--- src/rtl/dct_pkg.sv ---
// Shared definitions for the down_counter_timer block: FSM state encoding
// and the default counter width.
package dct_pkg;

    // Counter FSM states, 2-bit encoding.
    typedef enum logic [1:0] {
        DCT_IDLE = 2'd0,
        DCT_RUN  = 2'd1,
        DCT_DONE = 2'd2
    } dct_state_t;

    localparam int DCT_W_DEFAULT = 4;

endpackage

--- src/rtl/dct_prescaler.sv ---
// Prescaler for down_counter_timer: counts enabled cycles 0..PRESC_DIV-1
// and issues a one-cycle tick on the last one. Used only when
// DCT_PRESCALER_EN is defined.
module dct_prescaler #(
    parameter int PRESC_DIV = 4
) (
    input  logic CLK,
    input  logic RST,
    input  logic clr,
    input  logic en,
    output logic tick
);

    localparam int CW = (PRESC_DIV > 2) ? $clog2(PRESC_DIV) : 1;
    localparam logic [CW-1:0] LAST = CW'(PRESC_DIV - 1);

    logic [CW-1:0] cnt;

    assign tick = en && (cnt == LAST);

    // Count enabled cycles, wrapping on the tick; synchronous clear restarts the period.
    always_ff @(posedge CLK or posedge RST) begin
        if (RST) begin
            cnt <= '0;
        end else if (clr) begin
            cnt <= '0;
        end else if (en) begin
            cnt <= (cnt == LAST) ? '0 : cnt + CW'(1);
        end
    end

endmodule

--- src/rtl/down_counter_timer.sv ---
// Loadable W-bit down counter / countdown timer with terminal-count pulse
// and optional auto-reload. Optional feature macro: DCT_PRESCALER_EN
// (count ticks gated by a divide-by-PRESC_DIV prescaler).
module down_counter_timer
    import dct_pkg::*;
#(
    parameter int W         = DCT_W_DEFAULT,
    parameter int PRESC_DIV = 4
) (
    input  logic         CLK,
    input  logic         RST,
    input  logic         CLR,
    input  logic         LD,
    input  logic [W-1:0] D,
    input  logic         En,
    input  logic         AUTO,
    output logic [W-1:0] Q,
    output logic         TC,
    output logic         BUSY
);

    localparam logic [W-1:0] ONE = W'(1);

    if (W < 2 || PRESC_DIV < 2) begin : g_bad_param
        $error("down_counter_timer: W and PRESC_DIV must both be >= 2");
    end

    dct_state_t   state, state_n;
    logic [W-1:0] q_n;
    logic [W-1:0] reload, reload_n;
    logic         tc_n;
    logic         tick;

`ifdef DCT_PRESCALER_EN
    dct_prescaler #(
        .PRESC_DIV (PRESC_DIV)
    ) u_presc (
        .CLK  (CLK),
        .RST  (RST),
        .clr  (!CLR || LD),
        .en   (En),
        .tick (tick)
    );
`else
    assign tick = En;
`endif

    assign BUSY = (state == DCT_RUN);

    // Next-state logic: clear beats load beats count/reload; TC is a one-cycle pulse.
    always_comb begin
        state_n  = state;
        q_n      = Q;
        reload_n = reload;
        tc_n     = 1'b0;
        if (!CLR) begin
            state_n = DCT_IDLE;
            q_n     = '0;
        end else if (LD) begin
            q_n      = D;
            reload_n = D;
            state_n  = (D != '0) ? DCT_RUN : DCT_DONE;
        end else if (tick) begin
            case (state)
                DCT_RUN: begin
                    if (Q == ONE) begin
                        q_n     = '0;
                        tc_n    = 1'b1;
                        state_n = DCT_DONE;
                    end else if (Q != '0) begin
                        q_n = Q - ONE;
                    end
                end
                DCT_DONE: begin
                    // A zero reload value would restart a counter that can't decrement.
                    if (AUTO && reload != '0) begin
                        q_n     = reload;
                        state_n = DCT_RUN;
                    end
                end
                default: ;
            endcase
        end
    end

    // State, count, reload value and TC registers.
    always_ff @(posedge CLK or posedge RST) begin
        if (RST) begin
            state  <= DCT_IDLE;
            Q      <= '0;
            reload <= '0;
            TC     <= 1'b0;
        end else begin
            state  <= state_n;
            Q      <= q_n;
            reload <= reload_n;
            TC     <= tc_n;
        end
    end

endmodule
--- config.mk ---
export PLATFORM = sky130hd
export DESIGN_NAME = down_counter_timer
export DESIGN_NICKNAME = d
export VERILOG_FILES = /design/src/rtl/dct_pkg.sv /design/src/rtl/dct_prescaler.sv /design/src/rtl/down_counter_timer.sv
export SDC_FILE = /design/constraint.sdc
export NUM_CORES = 1
export LEC_CHECK = 0
export BUFFER_PORTS_ARGS = -buffer_cell sky130_fd_sc_hd__buf_4
export CAP_MARGIN = 25
export CORE_UTILIZATION = 40
export DETAILED_ROUTE_END_ITERATION = 7
export GPL_TIMING_DRIVEN = 0
export PLACE_DENSITY = 0.76
export RECOVER_POWER = 50
export REMOVE_ABC_BUFFERS = 1
export SLEW_MARGIN = 5
export SYNTH_ARGS = -nofsm -noshare
export SYNTH_HDL_FRONTEND = slang
export SYNTH_SLANG_ARGS = --single-unit
--- constraint.sdc ---
create_clock -name CLK -period 1.5 [get_ports CLK]
set_input_delay 0.15 -clock CLK [delete_from_list [all_inputs] [get_ports CLK]]
set_output_delay 0.15 -clock CLK [all_outputs]
set_load 0.01 [all_outputs]
==> results of run 1 <==
path summary, 6_finish.rpt:
kind / from / to / cells past startpoint
worst max-delay path: state[0] / state[0] / 6
worst min-delay path: D[1] / reload[1] / 2
worst max register to register: state[0] / state[0] / 6
worst min register to register: Q[1] / Q[1] / 2
max in group asynchronous: RST / Q[0] / 3
min in group asynchronous: RST / reload[3] / 3
cells in the final DEF, fill, tap and decap left out, types with 2 or more instances in the layout:
master,instances
ha_4,3
clkbuf_4,4
mux2_2,4
buf_4,20
inv_2,3
nand2b_4,2
o21ai_0,4
inv_1,3
mux2i_1,3
nand2_1,10
dfrtp_1,10
worst max-delay path, cell delays in order (launching register included):
cell	delay, ns
dfrtp_1	0.39
inv_2	0.08
ha_4	0.20
nand3b_1	0.20
o221ai_4	0.18
o21a_2	0.20
mux2_4	0.29
state kept, by name, indices dropped and copies added (netlist names):
name and cells:
TC 1, Q 4, reload 4, state 2
power groups by stage:
stage	Clock, mW	Sequential, mW	Combinational [mW]
final	0.200	0.410	0.490
after global routing	0.226	0.417	0.531
after CTS	0.208	0.406	0.455
after detailed placement	0	0.397	0.329
after global placement	0	0.394	0.323
after floorplan	0	0.398	0.216
stage by stage:
| step | TNS [ns] | hold slack [ns] | total power, mW |
|---|---|---|---|
| floorplan | -0.299 | 0.00244 | 0.614 |
| global placement | -0.937 | 0.183 | 0.717 |
| detailed placement | -1.15 | 0.180 | 0.727 |
| CTS | -0.190 | 0.122 | 1.07 |
| global route | -0.815 | 0.117 | 1.17 |
| finish | -0.409 | 0.130 | 1.10 |
layer usage:
layer	global-route usage [%]	share of wire, %	up-vias
met5	0	0	-
met2	32.9	54	27
li1	-	-	310
met1	21.6	40	315
met4	3.64	1.2	0
met3	8.33	5.5	2
cells by family (layout without fill, tap and decap cells):
group	after synthesis	after routing	share of synthesized area (%)
AO/OA/AOI/OAI	16	16	18.8
multiplexers	8	8	12.0
adder cells (fa/ha/maj)	4	4	6.64
buffers and inverters	9	33	5.65
flip-flops	11	11	36.5
AND/OR/NAND/NOR	26	26	20.4
layout make-up:
| class | instances | area share [%] |
|---|---|---|
| Multi-Input combinational cell | 54 | 50.3 |
| Inverter | 6 | 2.09 |
| Tap cell | 25 | 2.90 |
| Sequential cell | 11 | 25.7 |
| Clock buffer | 4 | 2.44 |
| Timing Repair Buffer | 23 | 16.6 |
timing repair:
action	CTS	global route
hold buffers	1	0
resized for setup	17	7
buffers inserted	7	0
hold endpoints to repair	11	0
endpoints found under the setup margin	6	6
pin swaps	3	3
==> results.json, run 1 <==
{
  "routabilityCongestion": 0.753,
  "async_flop_share_pct": 100,
  "intPower_mw": 0.719,
  "cts_inserted_buffers": 3,
  "die_h_um": 45.4,
  "p_leak_nw": 0.469,
  "syn_to_final_growth_pct": 43.0,
  "synth_commonest_cells": "11 x dfrtp_1, 10 x nand2_1, 6 x inv_1, 6 x o21ai_0",
  "io_buffers": 15,
  "clk_path_buf_depth": 2,
  "fin_util_pct": 61.7,
  "vias_per_cell": 5.32,
  "synth_top_area_share_pct": 36.5,
  "crit_path_end_kind": "flip-flop",
  "final.setup_skew_ns": 0.000550,
  "firstDrtPassIters": 4,
  "crit_fanout": 2,
  "grt_usage_pct": 19.0,
  "grt_pass1_vias": 594,
  "slew_headroom_pct": 70.8,
  "crit_required_ns": 1.66,
  "htreeDepth": 1,
  "hold_viol_final": 0,
  "post-place-ws_ns": -0.319,
  "power.switching_mw": 0.381,
  "wl_per_cell_um": 13.3,
  "cts.sinks": 11,
  "n_antenna_cell": 0,
  "multiInputGateArea_um2": 542,
  "dp_hpwl_um": 1100,
  "root_buffer": "clkbuf_4",
  "synthesis.area_um2": 753,
  "finalSetupViolCount": 6,
  "r2r_slack_ns": -0.14,
  "final_area_um2": 1080,
  "rsz0062_at_grt": "true",
  "fin_cells": 123,
  "drt-total-wl_um": 1640,
  "drv_cap": 0,
  "dieWidth_um": 45.4,
  "drive_gt1_share_pct": 54.1,
  "p_comb_share_pct": 44.6,
  "grt_pass1_wl_um": 2650,
  "synth_edf_count": 0,
  "power_density_nw_per_um2": 1020,
  "ant_nets": 0,
  "path_class": "flip-flop to flip-flop",
  "violations": "setup timing",
  "period_share_pct": 110,
  "initialDrtViolationCount": 18,
  "pwr-share-seq_pct": 37.3,
  "clkLatencyLatePin_ns": 0.27,
  "rows": 15,
  "core_area_um2": 1750,
  "ys_top_cells_by_area": "dfrtp_1 37%, ha_1 6.6%, mux2_2 6.0%",
  "p_sw_share_pct": 34.6,
  "synth.avg_cell_area_um2": 10.2,
  "yosysSeqAreaShare_pct": 36.5,
  "pwr-share-clk_pct": 18.2,
  "start_kind": "flip-flop",
  "worst_slew_pin_slew_ns": 0.436,
  "period_needed_ns": 1.64,
  "vias": 654,
  "synth_most_common_cell": "dfrtp_1",
  "hold_class": "primary input to flip-flop",
  "dp.cells": 111,
  "grt_max_degree": 14,
  "cp.arrival_ns": 1.80,
  "fillers": 147,
  "initial_core_util_pct": 43.2,
  "io_pins": 16,
  "ir_worst_vdd_uv": 628,
  "synthFlopType": "dfrtp_1",
  "yosysWarnings": 0,
  "place_area_um2": 877,
  "grt_antenna_before_repair": 0,
  "ys_ff_latch": 11,
  "ys_types": 33,
  "cts_tree": "yes",
  "layout.area.seq_um2": 277,
  "drc": 0,
  "status": "finished, violations left",
  "clk_pin_slew_worst_paths_ns": 0.07,
  "setup_slack_ns": -0.144,
  "grt_overflow": 0,
  "nNetsFinal": 113,
  "synth_largest_area_cell": "dfrtp_1",
  "fmax_ghz": 0.608,
  "slew_violations": 0,
  "syn_inst": 74,
  "design.die.area_um2": 2060
}
Power figures use the tool's default switching activity.
==> run 2, diff against run 1 <==
--- a/config.mk
+++ b/config.mk
@@ -8,9 +8,10 @@
 export BUFFER_PORTS_ARGS = -buffer_cell sky130_fd_sc_hd__buf_4
 export CAP_MARGIN = 25
 export CORE_UTILIZATION = 40
+export CTS_BUF_LIST = sky130_fd_sc_hd__clkbuf_16
 export DETAILED_ROUTE_END_ITERATION = 7
 export GPL_TIMING_DRIVEN = 0
-export PLACE_DENSITY = 0.76
+export PLACE_DENSITY = 0.74
 export RECOVER_POWER = 50
 export REMOVE_ABC_BUFFERS = 1
 export SLEW_MARGIN = 5
==> constraint.sdc (replaced) <==
create_clock -name CLK -period 1.7 [get_ports CLK]
set_input_delay 0.17 -clock CLK [delete_from_list [all_inputs] [get_ports CLK]]
set_output_delay 0.17 -clock CLK [all_outputs]
set_load 0.01 [all_outputs]
==> run 2 against run 1 <==
Effect of this change:
- the run now ends clean
- clock skew is essentially flat
- core utilization shrank 3.4 points
- largest cell class unchanged
- critical path depth is the same
- register-to-register slack gained 0.23 ns
- combinational power shrank 31%
- via count shrank 4.9%
- non-clock buffer count shrank 4
==> results.json, run 2 (synthesized netlist as in run 1, its figures left out) <==
{
  "final_common_cell": "buf_4",
  "p_leak_nw": 0.460,
  "die_h_um": 45.4,
  "firstDrtPassIters": 4,
  "design.die.area_um2": 2060,
  "io_pins": 16,
  "period_needed_ns": 1.62,
  "hold_class": "primary input to flip-flop",
  "final_cell_mix": "16 x buf_4, 11 x dfrtp_1, 10 x nand2_1",
  "dieWidth_um": 45.4,
  "grt_overflow": 0,
  "path_class": "flip-flop to flip-flop",
  "drc": 0,
  "clkLatencyLatePin_ns": 0.24,
  "crit_required_ns": 1.86,
  "cts_tree": "yes",
  "dp.cells": 111,
  "rows": 15,
  "start_kind": "flip-flop",
  "setup_slack_ns": 0.0825,
  "io_buffers": 15,
  "syn_to_final_growth_pct": 35.2,
  "period_share_pct": 95.1,
  "grt_pass1_vias": 628,
  "root_buffer": "clkbuf_16",
  "grt_antenna_before_repair": 0,
  "cp-endpoint": "Q[2]",
  "cts_inserted_buffers": 3,
  "rsz0062_at_grt": "false",
  "hold_viol_final": 0,
  "drive_gt1_share_pct": 39.4,
  "setup_tns_ns": 0,
  "drt-total-wl_um": 1600,
  "cp.arrival_ns": 1.78,
  "drv_cap": 0,
  "grt_max_degree": 14,
  "fmax_ghz": 0.618,
  "crit_fanout": 4,
  "n_antenna_cell": 0,
  "core_area_um2": 1750,
  "crit_path_end_kind": "flip-flop",
  "grt_usage_pct": 18.5,
  "startpoint": "Q[1]",
  "r2r_end": "Q[2]",
  "grt_pass1_wl_um": 2610,
  "vias": 622,
  "nNetsFinal": 109,
  "finalSetupViolCount": 0,
  "place_area_um2": 877,
  "dp_hpwl_um": 1130,
  "ant_nets": 0,
  "htreeDepth": 1,
  "final_area_um2": 1020,
  "status": "completed",
  "r2r_slack_ns": 0.08,
  "rr_startpoint": "Q[1]",
  "worst_r2r_path_depth": 6,
  "worst_slew_pin_slew_ns": 0.435,
  "initial_core_util_pct": 43.2,
  "cts.sinks": 11,
  "largestRegisters": "Q x4, reload x4, state x2",
  "slew_headroom_pct": 70.9,
  "vias_per_cell": 5.23,
  "initialDrtViolationCount": 20,
  "final.setup_skew_ns": 0.000990,
  "clk_pin_slew_worst_paths_ns": 0.04,
  "fin_cells": 119,
  "power_density_nw_per_um2": 1100,
  "ir_worst_vdd_uv": 689,
  "routabilityCongestion": 0.739,
  "slew_violations": 0,
  "clk_path_buf_depth": 2,
  "post-place-ws_ns": -0.120,
  "wl_per_cell_um": 13.5
}
==> run 2: changes by cell type in the layout (fill, tap and decap cells not counted), moves of 2 or more <==
cell       change
buf_4          -4
clkbuf_16      +3
clkbuf_4       -3
ha_1           +2
ha_4           -2
inv_1          +4
inv_2          -3
==> run 2: worst min path at each step <==
stage,to,slack (ns),start,cells after the start
3_3_place_gp,reload[0],0.20,RST,2
6_report,TC,0.18,En,3
4_1_cts,TC,0.17,En,3
3_5_place_dp,reload[3],0.20,RST,2
2_1_floorplan,Q[0],0.02,RST,1
5_1_grt,reload[2],0.19,D[2],2
==> run 2: where the power goes <==
group          total, mW  internal, mW  switching (mW)
sequential         0.358         0.304          0.0539
clock              0.429         0.309           0.120
combinational      0.338         0.183           0.155
total               1.12         0.795           0.329
==> run 2: layout make-up <==
type | count | area, um2
clock buffer | 3 | 75.1
multi-input combinational | 54 | 469
timing repair buffer | 19 | 141
tap | 25 | 31.3
sequential | 11 | 275
fill | 164 | 727
clock inverter | 1 | 3.75
inverter | 6 | 22.5
==> run 2: layer usage <==
metal / share of wire [%] / vias to the layer above / GRT usage, % / wire, um
met4: 2.8 / 0 / 12.1 / 45
met5: 0 / - / 0 / 0
met1: 44 / 303 / 19.8 / 700
met2: 50 / 13 / 31.4 / 804
met3: 3.2 / 6 / 5.16 / 52
li1: - / 300 / - / -
==> run 2: metrics by stage <==
step                      hold WS, ns  util [%]  total power [mW]
after floorplan                0.0224         -             0.542
after global placement          0.202      50.3             0.633
after detailed placement        0.204      50.3             0.645
after CTS                       0.166      56.1              1.09
after global routing            0.192      58.4              1.18
final                           0.176      58.4              1.12
==> run 2: worst max-delay path, cell delays in order, from the launching register on <==
cell	delay, ns
dfrtp_1	0.38
inv_1	0.10
ha_2	0.21
nor3b_4	0.17
or3_1	0.36
o21ai_0	0.20
o2bb2ai_1	0.13
==> run 2: what timing repair did <==
action | 4_1_cts | 5_1_grt
endpoints found under the hold margin | 11 | 0
resized for setup | 1 | 5
hold buffers | 1 | 0
endpoints found under the setup margin | 5 | 5
pin swaps | 1 | 2
buffers inserted | 1 | 2
